File: src/rtl/muxcont_rr_credit_pkg.sv
// Shared definitions for the output-port contention controller family:
// multicast/absorb status encodings, default field widths, the asserted
// level of active-low controls and the packet-lock state encoding.
package muxcont_rr_credit_pkg;

  // Default widths of the routed-port and status fields carried per input.
  localparam int MC_PORTW = 3;
  localparam int MC_DSTW  = 2;

  // Per-input status field encodings.
  localparam logic [MC_DSTW-1:0] UNICAST = 2'b01;
  localparam logic [MC_DSTW-1:0] MULTABS = 2'b10;

  // Active-low controls (such as rst_) are asserted at this level.
  localparam logic ENABLE_ = 1'b0;

  // Packet-lock state: IDLE arbitrates every cycle, LOCKED serves one owner.
  typedef enum logic {
    IDLE   = 1'b0,
    LOCKED = 1'b1
  } lock_state_e;

endpackage

File: src/rtl/muxcont_rr_credit_rr_arbiter.sv
// Purely combinational rotating-priority arbiter. Scans the request vector
// starting at ptr and wrapping, and returns the first requester as a one-hot
// grant plus its index. Shared by all output-port controllers.
module muxcont_rr_credit_rr_arbiter #(
  parameter int NPORT = 5,
  parameter int PTRW  = 3
) (
  input  logic [NPORT-1:0] req,
  input  logic [PTRW-1:0]  ptr,
  output logic [NPORT-1:0] gnt,
  output logic [PTRW-1:0]  winner,
  output logic             found
);

  // First requester at or above ptr (with wrap) wins; at most one bit set.
  always_comb begin
    int idx;
    gnt    = '0;
    winner = '0;
    found  = 1'b0;
    idx    = 0;
    for (int k = 0; k < NPORT; k++) begin
      idx = int'(ptr) + k;
      if (idx >= NPORT) begin
        idx = idx - NPORT;
      end
      if (!found && req[idx]) begin
        found    = 1'b1;
        gnt[idx] = 1'b1;
        winner   = PTRW'(idx);
      end
    end
  end

endmodule

File: src/rtl/muxcont_rr_credit.sv
// Output-port contention controller: one instance per router output.
// Qualifies unicast/multicast requests, arbitrates with a rotating pointer,
// locks the output to one input until its tail flit, registers the crossbar
// select and tracks downstream credits.
// Optional lock-idle timeout: define MUXCONT_LOCK_TIMEOUT_EN.
module muxcont_rr_credit
  import muxcont_rr_credit_pkg::*;
#(
  parameter int NPORT   = 5,
  parameter int PORTID  = 4,
  parameter int PORTW   = MC_PORTW,
  parameter int DSTW    = MC_DSTW,
  parameter int CREDITS = 4,
  parameter int TIMEOUT = 16
) (
  input  logic                       clk,
  input  logic                       rst_,
  input  logic [NPORT-1:0]           req,
  input  logic [NPORT*PORTW-1:0]     port,
  input  logic [NPORT*DSTW-1:0]      multab,
  input  logic [NPORT-1:0]           tail,
  input  logic                       credit_in,
  output logic [NPORT-1:0]           grt,
  output logic [NPORT-1:0]           sel,
  output logic [NPORT-1:0]           multab_ct,
  output logic [$clog2(CREDITS+1)-1:0] credit_cnt,
  output logic                       credit_ovf,
  output logic                       lock_timeout
);

  localparam int PTRW = (NPORT > 1) ? $clog2(NPORT) : 1;
  localparam int CNTW = $clog2(CREDITS + 1);

  logic [NPORT-1:0] u_req;
  logic [NPORT-1:0] m_req;
  logic [NPORT-1:0] any_req;

  lock_state_e      state_reg, state_next;
  logic [PTRW-1:0]  ptr_reg, ptr_next;
  logic [PTRW-1:0]  owner_reg, owner_next;
  logic [NPORT-1:0] sel_reg;
  logic [CNTW-1:0]  credit_cnt_reg;
  logic             credit_ovf_reg;

  logic [NPORT-1:0] grt_raw;
  logic [NPORT-1:0] arb_gnt;
  logic [PTRW-1:0]  arb_winner;
  logic             arb_found;
  logic             credit_ok;
  logic             credit_full;
  logic             granted;
  logic             owner_req;
  logic             owner_tail;
  logic             lock_expire;
  logic             out_en;

  // Per-input qualification: unicast flits must target this port, multicast
  // flits contend for every output regardless of their port field.
  for (genvar gi = 0; gi < NPORT; gi++) begin : g_qual
    assign u_req[gi] = req[gi]
                     & (multab[gi*DSTW +: DSTW] == DSTW'(UNICAST))
                     & (port[gi*PORTW +: PORTW] == PORTW'(PORTID));
    assign m_req[gi] = req[gi] & (multab[gi*DSTW +: DSTW] == DSTW'(MULTABS));
  end

  assign any_req = u_req | m_req;

  muxcont_rr_credit_rr_arbiter #(
    .NPORT (NPORT),
    .PTRW  (PTRW)
  ) u_arb (
    .req    (any_req),
    .ptr    (ptr_reg),
    .gnt    (arb_gnt),
    .winner (arb_winner),
    .found  (arb_found)
  );

  assign credit_ok   = (credit_cnt_reg != '0);
  assign credit_full = (credit_cnt_reg == CNTW'(CREDITS));
  assign owner_req   = any_req[owner_reg];
  assign owner_tail  = tail[owner_reg];
  assign granted     = |grt_raw;

`ifdef MUXCONT_LOCK_TIMEOUT_EN
  localparam int TOW = $clog2(TIMEOUT + 1);

  logic [TOW-1:0] idle_cnt_reg, idle_cnt_next;

  // Count consecutive owner-silent cycles while locked; the cycle that would
  // reach TIMEOUT releases the lock instead of incrementing.
  always_comb begin
    idle_cnt_next = '0;
    lock_expire   = 1'b0;
    if (state_reg == LOCKED && !owner_req) begin
      if (idle_cnt_reg == TOW'(TIMEOUT - 1)) begin
        lock_expire = 1'b1;
      end else begin
        idle_cnt_next = idle_cnt_reg + 1'b1;
      end
    end
  end

  // Idle counter register; held at zero outside LOCKED so entry starts clean.
  always_ff @(posedge clk or negedge rst_) begin
    if (!rst_) begin
      idle_cnt_reg <= '0;
    end else begin
      idle_cnt_reg <= idle_cnt_next;
    end
  end

  assign lock_timeout = lock_expire & (rst_ != ENABLE_);
`else
  // Without the timeout the lock is only ever released by a tail flit.
  assign lock_expire  = 1'b0;
  assign lock_timeout = 1'b0;
`endif

  // Arbitration and packet lock: next state, pointer, owner and raw grant.
  always_comb begin
    grt_raw    = '0;
    state_next = state_reg;
    ptr_next   = ptr_reg;
    owner_next = owner_reg;
    case (state_reg)
      IDLE: begin
        if (credit_ok && arb_found) begin
          grt_raw  = arb_gnt;
          ptr_next = (arb_winner == PTRW'(NPORT - 1)) ? '0 : arb_winner + 1'b1;
          if (!tail[arb_winner]) begin
            state_next = LOCKED;
            owner_next = arb_winner;
          end
        end
      end
      LOCKED: begin
        if (owner_req && credit_ok) begin
          grt_raw[owner_reg] = 1'b1;
          if (owner_tail) begin
            state_next = IDLE;
          end
        end else if (lock_expire) begin
          state_next = IDLE;
        end
      end
      default: begin
        state_next = IDLE;
      end
    endcase
  end

  // Lock state, rotating pointer and owner registers.
  always_ff @(posedge clk or negedge rst_) begin
    if (!rst_) begin
      state_reg <= IDLE;
      ptr_reg   <= '0;
      owner_reg <= '0;
    end else begin
      state_reg <= state_next;
      ptr_reg   <= ptr_next;
      owner_reg <= owner_next;
    end
  end

  // Crossbar select follows the grant by one cycle to match its pipeline.
  always_ff @(posedge clk or negedge rst_) begin
    if (!rst_) begin
      sel_reg <= '0;
    end else begin
      sel_reg <= grt_raw;
    end
  end

  // Credit counter: grants consume, returns refill (saturating), both cancel.
  always_ff @(posedge clk or negedge rst_) begin
    if (!rst_) begin
      credit_cnt_reg <= CNTW'(CREDITS);
      credit_ovf_reg <= 1'b0;
    end else begin
      credit_ovf_reg <= credit_in & ~granted & credit_full;
      case ({granted, credit_in})
        2'b10:   credit_cnt_reg <= credit_cnt_reg - 1'b1;
        2'b01:   if (!credit_full) credit_cnt_reg <= credit_cnt_reg + 1'b1;
        default: credit_cnt_reg <= credit_cnt_reg;
      endcase
    end
  end

  // Combinational outputs are silenced while reset is asserted.
  assign out_en = (rst_ != ENABLE_);

  for (genvar gi = 0; gi < NPORT; gi++) begin : g_out
    assign grt[gi]       = grt_raw[gi] & out_en;
    assign multab_ct[gi] = m_req[gi] & ~grt_raw[gi] & out_en;
  end

  assign sel        = sel_reg;
  assign credit_cnt = credit_cnt_reg;
  assign credit_ovf = credit_ovf_reg;

endmodule

File: config.mk
export PLATFORM = sky130hd
export DESIGN_NAME = muxcont_rr_credit
export DESIGN_NICKNAME = d
export VERILOG_FILES = /design/src/rtl/muxcont_rr_credit_pkg.sv /design/src/rtl/muxcont_rr_credit_rr_arbiter.sv /design/src/rtl/muxcont_rr_credit.sv
export SDC_FILE = /design/constraint.sdc
export NUM_CORES = 1
export LEC_CHECK = 0
export ABC_AREA = 1
export CORE_ASPECT_RATIO = 0.75
export CORE_UTILIZATION = 30
export DETAILED_ROUTE_END_ITERATION = 8
export DONT_BUFFER_PORTS = 1
export GPL_TIMING_DRIVEN = 0
export PLACE_DENSITY = 0.55
export SYNTH_ARGS = -nofsm -noshare
export SYNTH_HDL_FRONTEND = slang
export SYNTH_HIERARCHICAL = 1
export SYNTH_SLANG_ARGS = --single-unit
File: constraint.sdc
create_clock -name clk -period 7.95 [get_ports clk]
set_clock_uncertainty 0.05 [all_clocks]
set_input_delay 1.59 -clock clk [delete_from_list [all_inputs] [get_ports clk]]
set_output_delay 1.59 -clock clk [all_outputs]
set_load 0.005 [all_outputs]
==> results by group <==
Logic synthesis
  • Synth area leaders: nand2_1 (14%), dfrtp_1 (13%), nand3_1 (9.9%)
  • Synth cell count leaders: nand2_1 (107), nand3_1 (56), nor2_1 (51)
  • Syn nets: 510
  • Synth Area per Inst: approximately 6.3 um2
  • Synth cell types: 43
  • Main synth FF type: dfrtp_1
  • Yosys top cell by area: nand2_1
  • Synth top area share: around 14%
  • Sequential area share after synthesis: approximately 14%
  • Most frequent cell after synthesis: nand2_1
  • Synthesized area: ~2800 um2
  • Number of enable flip-flop cells after synthesis: 0
  • Ys async rst share: 100%
  • FF+latch count, synth: 16
  • Mapped Cells: 453
  • Yosys Warn Count: 6

CTS
  • CTS buffer count: 3
  • CTS clk-pin slew, worst paths: 0.05 ns
  • Longest Clk Path Bufs: 2
  • Worst-Skew Late Latency: 0.25 ns
  • PostCTS Resize Cnt: 0
  • H-tree depth: 1
  • CTS root buffer: clkbuf_16
  • CTS tree: done
  • Post-CTS setup buffers: 0
  • Hold-fix buffers, CTS: 0
  • Sink Count: 16

STA
  • Endpoints failing setup: 0
  • Slew Viols, Final: 0
  • Max_slew headroom: around 64%
  • Fin crit period: 5.46 ns
  • Final hold vios: 0
  • RSZ-0062 raised after global routing: no
  • Final hold slack: 0.541 ns
  • Fin Setup TNS: 0 ns
  • Fmax: ~0.18 GHz
  • Period utilization: between 60% and 70%
  • Worst setup margin: between 2 and 2.5 ns
  • Worst slew pin tran: 0.537 ns

Floorplanning
  • Die height: 86.2 um
  • Core area: 9120 um2
  • Ports: 58
  • Starting Density: a little under a third
  • Chip width: ~110 um
  • FP Rows: 30
  • DIE AREA: 9840 um2

Final layout
  • Fraction of layout cells with a size suffix above 1: roughly a fifth
  • Max reg flops: 5
  • Layout area overhead: 8.43%
  • Final #Nets: approximately 500
  • N_diodes: 0

Job
  • Max-cap violation count: 0

Worst setup path
  • CP peak stage delay: between 0.4 and 0.5 ns
  • CP max-delay cell: dfrtp_1
  • CP startpoint kind: register
  • Critical path buffers and inverters: 4
  • Top delay family on crit path: simple AND/OR/NAND/NOR gates
  • FF-to-FF Start: ptr_reg[1]$_DFFE_PN0P_
  • Critical path class: register to output pin
  • CP endpoint kind: output pin
  • Crit path max fanout: 10
  • Crit path arrival time: between 3 and 4 ns
  • Crit path cell chain: inv_1 > ha_1 > inv_1 > ha_1 > inv_1 > nand2_4 > o21ai_0 > nor2_1 > nand2_1 > nand3_2 > nand3_4 > nor2_4 > o31ai_1 > nand2_1 > nor2_2 > nand2_1 > o21ai_4 > inv_2 > nor2_1
  • Start point of the critical path: ptr_reg[1]$_DFFE_PN0P_
  • Worst Path Required: around 6.3 ns

GRT
  • Global-route wire length before repair: 11800 um
  • GRT overflow: 0
  • Vias in the first global route: 2521
  • Tot GR Track Use: 15.0%
  • Largest net degree at the start of global routing: 18
  • Initial antenna violation count: 0

Detailed routing
  • Initial DRC Count: roughly 210
  • Vias/cell: 4.92
  • Via Count: 2878
  • Routed WL: between 7000 and 8000 um
  • 1st-pass router iterations: 4
  • Post-DRT Antenna Nets: 0
  • Avg WL per Cell: between 10 and 15 um
  • DRC: 0

Place
  • Dpl hpwl: a little over 6000 um
  • I/O Buffers: 0
  • Setup WS pre-CTS: about 2.5 ns
  • Final GP Congestion: approximately 0.86

Hold path
  • Type of the tightest min-delay check: register to register
  • Hold Path Origin: credit_cnt[2]$_DFFE_PN1P_

Status
  • Outcome: completed
## placed cells by master, fill, tap and decap left out, types with 3 or more instances in the layout
master,synthesis,final
nand3_1,56,56
nand2_2,19,19
ha_1,17,17
nor2_2,7,7
o21ai_1,5,5
clkbuf_16,0,3
nand2_4,4,4
nor2_1,51,51
dfrtp_1,15,15
nand3_2,8,8
nand4_1,11,11
o21ai_4,3,3
inv_2,17,17
nand2_1,107,107
nor3_1,13,13
o21ai_0,20,20
nor4_1,4,4
nand3_4,3,3
a21oi_1,14,14
nor2_4,6,6
inv_1,43,43
## area by class of cell
type	instances	area (um2)
inverters	62	235
fillers	989	6050
clock buffers	4	78.8
well taps	128	160
flip-flops and latches	16	402
multi-input cells	371	2160
plain buffers	4	37.5
## worst paths after layout
| kind | to | slack, ns | depth (start not counted) |
|---|---|---|---|
| worst max-delay path | grt[2] | 2.49 | 19 |
| worst min-delay path | credit_cnt[2]$_DFFE_PN1P_ | 0.54 | 3 |
| worst max register to register | credit_cnt[2]$_DFFE_PN1P_ | 3.53 | 28 |
| worst min register to register | credit_cnt[2]$_DFFE_PN1P_ | 0.54 | 3 |
| max in group asynchronous | credit_cnt[2]$_DFFE_PN1P_ | 6.69 | 0 |
| min in group asynchronous | sel[1]$_DFF_PN0_ | 0.98 | 0 |
## logic make-up (layout without fill, tap and decap cells)
kind of cell	count (synthesis)	count (layout)	share of synthesized area, %
simple gates	293	293	52.2
other cells	1	1	0.132
compound gates	53	53	12.3
flops	16	16	14.2
mux	2	2	0.795
buf+inv	66	70	9.62
xor+xnor	3	3	1.85
fa+ha+maj	19	19	8.92
## metrics by stage
stage	cells	utilization [%]	instance area, um2
after floorplan	453	-	2830
after global placement	581	32.8	2990
after detailed placement	581	32.8	2990
after CTS	585	33.7	3070
after global routing	585	33.7	3070
final	585	33.7	3070
## metal layers
metal	global-route usage, %	share of wire (%)
met5	0	0
met4	1.77	0.54
met3	1.75	5.3
met2	23.1	41
met1	22.9	53
## worst min-delay path, cell delays in order (launching register included)
cell and delay, ns:
dfstp_2 0.39, nand3_1 0.08, nand2_1 0.05, inv_1 0.04
Power is left out: the tool's default activity adds up to more than one toggle a clock period on the data nets, which glitch-free logic cannot reach.
